**src/rtl/regincr_out_fifo.sv**
```systemverilog
// rtl/regincr_out_fifo.sv - capture FIFO behind the registered incrementer with drop counting
module regincr_out_fifo #(
    parameter int DEPTH = 4,
    parameter int CNT_W = 3
) (
    input  logic             clk,
    input  logic             reset,
    input  logic             in_val,
    input  logic [7:0]       in_msg,
    output logic             out_val,
    input  logic             out_rdy,
    output logic [7:0]       out_msg,
    output logic [CNT_W-1:0] count,
    output logic [7:0]       drops,
    output logic             overflow
);

    localparam int PTR_W = (DEPTH > 1) ? $clog2(DEPTH) : 1;

    logic [7:0]       mem [DEPTH];
    logic [PTR_W-1:0] rd_ptr;
    logic [PTR_W-1:0] wr_ptr;
    logic             full;
    logic             deq;
    logic             enq;
    logic             drop;

    // Handshake decode; a full FIFO can still accept when its head leaves this cycle
    always_comb begin
        full    = (count == CNT_W'(DEPTH));
        out_val = (count != '0);
        out_msg = mem[rd_ptr];
        deq     = out_val && out_rdy;
        enq     = in_val && (!full || deq);
        drop    = in_val && !enq;
    end

    // Storage array; not reset since entries are only visible once counted
    always_ff @(posedge clk) begin
        if (enq) begin
            mem[wr_ptr] <= in_msg;
        end
    end

    // Pointers and occupancy; DEPTH is a power of two so pointers wrap naturally
    always_ff @(posedge clk or negedge reset) begin
        if (!reset) begin
            rd_ptr <= '0;
            wr_ptr <= '0;
            count  <= '0;
        end else begin
            if (enq) begin
                wr_ptr <= wr_ptr + PTR_W'(1);
            end
            if (deq) begin
                rd_ptr <= rd_ptr + PTR_W'(1);
            end
            case ({enq, deq})
                2'b10:   count <= count + CNT_W'(1);
                2'b01:   count <= count - CNT_W'(1);
                default: count <= count;
            endcase
        end
    end

    // Drop accounting: saturating counter plus a sticky flag cleared only by reset
    always_ff @(posedge clk or negedge reset) begin
        if (!reset) begin
            drops    <= '0;
            overflow <= 1'b0;
        end else if (drop) begin
            overflow <= 1'b1;
            if (drops != 8'hFF) begin
                drops <= drops + 8'd1;
            end
        end
    end

endmodule

```
**config.mk**
```make
export PLATFORM = sky130hd
export DESIGN_NAME = regincr_out_fifo
export DESIGN_NICKNAME = d
export VERILOG_FILES = /design/src/rtl/regincr_out_fifo.sv
export SDC_FILE = /design/constraint.sdc
export NUM_CORES = 1
export LEC_CHECK = 0
export CORE_MARGIN = 2
export CORE_UTILIZATION = 39
export CTS_CLUSTER_DIAMETER = 30
export CTS_CLUSTER_SIZE = 14
export DETAILED_ROUTE_END_ITERATION = 6
export GPL_TIMING_DRIVEN = 0
export PLACE_DENSITY = 0.7
export SYNTH_ARGS = -nofsm -noshare
export SYNTH_HDL_FRONTEND = slang
export SYNTH_SLANG_ARGS = --single-unit
```
**constraint.sdc**
```tcl
create_clock -name clk -period 2.69 [get_ports clk]
set_input_delay 0.4035 -clock clk [delete_from_list [all_inputs] [get_ports clk]]
set_output_delay 0.4035 -clock clk [all_outputs]
set_load 0.005 [all_outputs]
```
==> out/results.txt, run 1 <==
I/O Buffers: 32
die height: 77.5 µm
Hold EP: overflow
Final GP Congestion: 0.782
Row Count: 26
CTS max path bufs: 2
All-Layer GR Usage: 13.3%
Worst EP required: 2.29 ns
Initial DRC Count: 26
Startpoint Class: register
top-count cell post-synth: edfxtp_1
post-CTS setup repair buffer count: 0
power density cells: 1040 nW/µm²
Synth Flop Type: edfxtp_1
TNS Setup: 0 ns
gr ovfl total: 0
Async SR Flop Fraction: 33.3%
cells along the critical path: buf_2 -> mux4_2 -> clkdlybuf4s50_1
overall power: 2.74 mW
synthesis warning total: 0
antenna-violating nets left: 0
Final #Nets: 191
Hold Crit Class: reg -> reg
hold path depth: 1
Gate Count Post-Synth: 134
largest net degree at the start of global routing: 17
Critical Path End Type: output port
1st-pass router iterations: 4
Post-synth top cells: 32 x edfxtp_1, 16 x dfrtp_1, 9 x inv_1, 8 x mux4_2
FF+latch count, synth: 48
Yosys top cell area share: 45.6%
Syn Std Cell Area: 2110 µm²
Yosys top cell by area: edfxtp_1
Final Util: 50.9%
vias per cell: 5.13
layout overhead on the synthesized area: 24.8%
critical path type: reg -> out
average cell area after synthesis: 15.7 µm²
Max FO, Critical Path: 10
FF-to-FF Start: count[0]
slowest stage delay, CP: 0.56 ns
initial core utilization: 40.8%
Worst path top cell family by delay: buffers and inverters
RSZ-0062 raised after global routing: no
Final HPWL DP: 2620 µm
Syn Nets: 152
vias in the first global route: 1345
Seq/Total Area, Yosys: 64.5%
max cap viols: 0
final wirelength: 3720 µm
final worst path period share: 87.4%
tightest slew margin relative to the limit: 50.8%
CTS Buf Count: 5
worst skew pair latency: 0.30 ns
Via Count: 1251
status: complete, no violations
first-pass GRT wire length: 6190 µm
share of layout cells above drive strength 1: 13.2%
TritonCTS clock tree: yes
Max stage delay cell, worst path: mux4_2
Worst R2R Setup Slack: 0.68 ns
final hold violations: 0
Cells after DPL: 236
H-Tree Depth: 2
pins over their slew limit: 0
FF-to-FF End: count[1]
Distinct cells, synth: 40
Tmin final: 2.35 ns
final setup fails: 0
Ports: 33
clk sinks: 48
cts hold-fix bufs: 0
fmax: 425 MHz
Core Area: 5170 µm²
FILL cells: 429
maximum vdd drop: 0.461 mV
Lkg Pwr: 0.948 nW
Layout Skew: 0.00880 ns
Die ar.: 6010 µm²
WL/cell: 15.2 µm
DRC errors left: 0
DP Worst Slack: 0.284 ns
Min-Delay Startpoint: overflow
CTS Root Cell: clkbuf_8
Worst Tran Pin Value: 0.736 ns
initial antenna violation count: 0
non-filler cells, final: 244
post-route setup slack: 0.340 ns
Area contributors post-synth: edfxtp_1 46%, dfrtp_1 19%, mux4_2 8.5%
die extent in x: 77.5 µm
diode count: 0
post-CTS sizing: 0
number of synthesized flops with an enable pin: 32
r2r worst-path depth: 6
clock slew at reported path FFs: 0.09 ns
Buf/Inv on CP: 2
Worst EP arrival: 1.95 ns
==> state kept, by name, summed over array words and instances, names as in the netlist <==
signal / count
count: 3
overflow: 1
rd_ptr: 2
drops: 8
mem: 32
wr_ptr: 2
==> routing by layer <==
layer / wire length, µm / track usage (%) / vias to the layer above
met2: 1980 / 24.6 / 35
met3: 157 / 2.56 / 5
met4: 45 / 4.82 / 0
met1: 1530 / 15.1 / 620
met5: 0 / 0 / -
li1: - / - / 591
==> how the worst max path moves through the flow <==
stage / startpoint / end / slack, ns / cells past startpoint
after global placement: out_rdy / count[2] / 0.35 / 6
after floorplan: count[0] / count[1] / 0.88 / 6
final: rd_ptr[0] / out_msg[5] / 0.34 / 3
after detailed placement: out_rdy / count[2] / 0.28 / 6
after CTS: rd_ptr[1] / out_msg[5] / 0.30 / 3
after global routing: rd_ptr[0] / out_msg[6] / 0.26 / 3
==> metrics by stage <==
stage               cell area [µm²]  hold WS [ns]
floorplan                      2110         0.108
global placement               2520         0.470
detailed placement             2520         0.470
CTS                            2630         0.507
global route                   2630         0.527
finish                         2630         0.497
==> power by group <==
group	leakage (nW)	internal [mW]	total [mW]	switching (mW)
clock	0.0548	0.280	0.525	0.245
sequential	0.476	1.00	1.14	0.138
combinational	0.417	0.618	1.07	0.454
total	0.948	1.90	2.74	0.837
==> area by class of cell <==
| type | instances | area (µm²) | share of cell area [%] |
|---|---|---|---|
| Sequential cell | 48 | 1360 | 51.7 |
| Multi-Input combinational cell | 72 | 687 | 26.1 |
| Timing Repair Buffer | 32 | 320 | 12.2 |
| Tap cell | 70 | 87.6 | 3.33 |
| Clock buffer | 5 | 68.8 | 2.61 |
| Clock inverter | 3 | 46.3 | 1.76 |
| Inverter | 9 | 33.8 | 1.28 |
| Buffer | 5 | 27.5 | 1.05 |
==> worst reg2reg max path, delay by kind of cell, from the launching register on <==
kind	cells	cell delay [ns]
compound gates	2	0.34
buf+inv	1	0.07
simple gates	2	0.59
fa+ha+maj	1	0.46
flops	1	0.47
==> cells in the final DEF (no fill, tap or decap), types with 2 or more instances in the layout <==
master / n
and2_1: 4
clkbuf_1: 2
clkbuf_8: 5
clkdlybuf4s50_1: 32
dfrtp_1: 16
edfxtp_1: 32
ha_1: 5
inv_1: 9
mux2_2: 3
mux2i_1: 2
mux4_2: 8
nand2_1: 2
nand2b_1: 4
nand3_1: 5
nand3b_1: 3
nor3_1: 2
nor4_1: 4
o2111ai_1: 2
o21ai_0: 2
o21bai_1: 2
xnor2_1: 5
xor2_1: 2
==> cell families (layout without fill, tap and decap cells) <==
group	after synthesis	in the layout	share of synthesized area, %
fa+ha+maj	6	6	3.91
flops	48	48	64.5
compound gates	14	14	4.98
simple gates	31	31	8.96
buf+inv	14	54	2.91
mux	14	14	11.8
xor+xnor	7	7	2.91
Power figures use the tool's default switching activity.
==> run 2: changes to the inputs <==
Clock period 2.69 ns to 3.05 ns, I/O delays scaled along.
==> results of run 2 <==
The final DEF is identical to that of run 1. Status: complete, no violations.
Main changes from that run: setup slack after placement 0.284 ns -> 0.590 ns; setup slack after layout 0.340 ns -> 0.646 ns; register-to-register setup slack 0.68 ns -> 1.04 ns; total power 2.74 mW -> 2.42 mW; worst IR drop on VDD 0.461 mV -> 0.407 mV
==> run 3: changes to the inputs <==
Settings changed: PLACE_DENSITY 0.7 to 0.72.
Clock period 3.05 ns to 2 ns, I/O delays scaled along.
==> run 3 against run 2 <==
Against the previous run: global-route usage up 0.60 points; first-iteration DRC count increased by 120%; register-to-register slack worse by 0.96 ns; die area did not move; clock-buffer cell count stayed put; critical path depth down 1; critical path type unchanged; critical endpoint is now out_val; largest cell class unchanged; highest routed layer unchanged.
==> out/results.txt, run 3 (synthesis gave the netlist of run 1 again) <==
status: complete, no violations
r2r worst-path depth: 6
Final Util: 52.0%
clock slew at reported path FFs: 0.09 ns
Final #Nets: 195
overall power: 3.74 mW
diode count: 0
worst skew pair latency: 0.29 ns
tightest slew margin relative to the limit: 49.6%
Core Area: 5170 µm²
Final HPWL DP: 2720 µm
commonest non-fill, non-tap cells in the layout: 32 x edfxtp_1, 24 x clkdlybuf4s50_1, 14 x dfrtp_1
gr ovfl total: 0
CTS max path bufs: 2
CTS Buf Count: 5
first-pass GRT wire length: 6420 µm
RSZ-0062 raised after global routing: no
TritonCTS clock tree: yes
Layout Skew: 0.00249 ns
critical path type: reg -> out
layout overhead on the synthesized area: 27.4%
crit path from: count[2]
TNS Setup: 0 ns
Max FO, Critical Path: 7
Tmin final: 1.93 ns
fmax: 517 MHz
WL/cell: 16.0 µm
Worst EP required: 1.70 ns
Final GP Congestion: 0.776
finished layout cell area: 2690 µm²
Lkg Pwr: 0.998 nW
share of layout cells above drive strength 1: 19.1%
final hold violations: 0
biggest regs: mem x32, drops x8, count x3
cts hold-fix bufs: 0
DP Worst Slack: -0.318 ns
final worst path period share: 96.6%
max cap viols: 0
Sequential Area: 1360 µm²
All-Layer GR Usage: 13.9%
FF-to-FF Start: count[2]
Critical Path End Type: output port
CTS Root Cell: clkbuf_8
multi-input gate area in the final layout: 693 µm²
DP Area: 2520 µm²
Initial DRC Count: 56
Startpoint Class: register
Biggest register: mem
vias in the first global route: 1343
Worst EP arrival: 1.63 ns
die height: 77.5 µm
initial core utilization: 40.8%
post-route setup slack: 0.0675 ns
1st-pass router iterations: 4
final setup fails: 0
Die ar.: 6010 µm²
initial antenna violation count: 0
antenna-violating nets left: 0
largest net degree at the start of global routing: 17
max reg flops: 32
I/O Buffers: 32
Row Count: 26
Hold Crit Class: in -> async
H-Tree Depth: 2
FILL cells: 437
power density cells: 1390 nW/µm²
pins over their slew limit: 0
Worst Tran Pin Value: 0.753 ns
maximum vdd drop: 0.745 mV
die extent in x: 77.5 µm
DRC errors left: 0
clk sinks: 48
final wirelength: 3970 µm
Via Count: 1288
Ports: 33
most common cell after layout, fill and taps aside: edfxtp_1
vias per cell: 5.19
## run 3: changes by cell type in the layout (fill, tap and decap cells not counted), moves of 3 or more
cell	previous run	this run
clkbuf_2	0	3
buf_4	0	4
dlygate4sd2_1	0	7
clkdlybuf4s50_1	32	24
## run 3: area by class of cell
class | count | share of cell area, %
clock buffers | 5 | 2.56
plain buffers | 4 | 1.35
repair buffers | 37 | 13.5
inverters | 9 | 1.26
flip-flops and latches | 48 | 50.7
multi-input cells | 72 | 25.8
well taps | 70 | 3.26
clock inverters | 3 | 1.58
## run 3: final timing paths
kind                              to  slack, ns
hold / removal              drops[5]       0.44
max in group asynchronous  rd_ptr[0]       1.04
min in group clk            overflow       0.50
setup reg to reg            count[1]       0.08
setup / recovery             out_val       0.07
hold reg to reg             overflow       0.50
## run 3: worst max-delay path, cell delays in order (launching register included)
cell and delay, ns:
dfrtp_1 0.46, or3_4 0.42, clkdlybuf4s50_1 0.45
## run 3: what timing repair did
item,4_1_cts,5_1_grt
gates cloned,0,1
setup endpoints to repair,11,37
buffers inserted,2,2
resized for setup,15,5
## run 3: metrics by stage
| stage | std cells | hold slack [ns] |
|---|---|---|
| CTS | 245 | 0.457 |
| floorplan | 134 | 0.00441 |
| global route | 248 | 0.515 |
| global placement | 236 | 0.466 |
| detailed placement | 236 | 0.470 |
| finish | 248 | 0.444 |
## run 3: power by group
part | internal (mW) | leakage, nW | switching (mW)
logic | 0.872 | 0.468 | 0.588
clock network | 0.370 | 0.0558 | 0.318
registers | 1.35 | 0.474 | 0.244
total | 2.59 | 0.998 | 1.15
## run 3: layer usage
metal | share of wire (%) | GRT usage [%]
met4 | 1.1 | 3.75
met3 | 5.4 | 4.07
met5 | 0 | 0
met1 | 45 | 17.6
met2 | 49 | 23.3
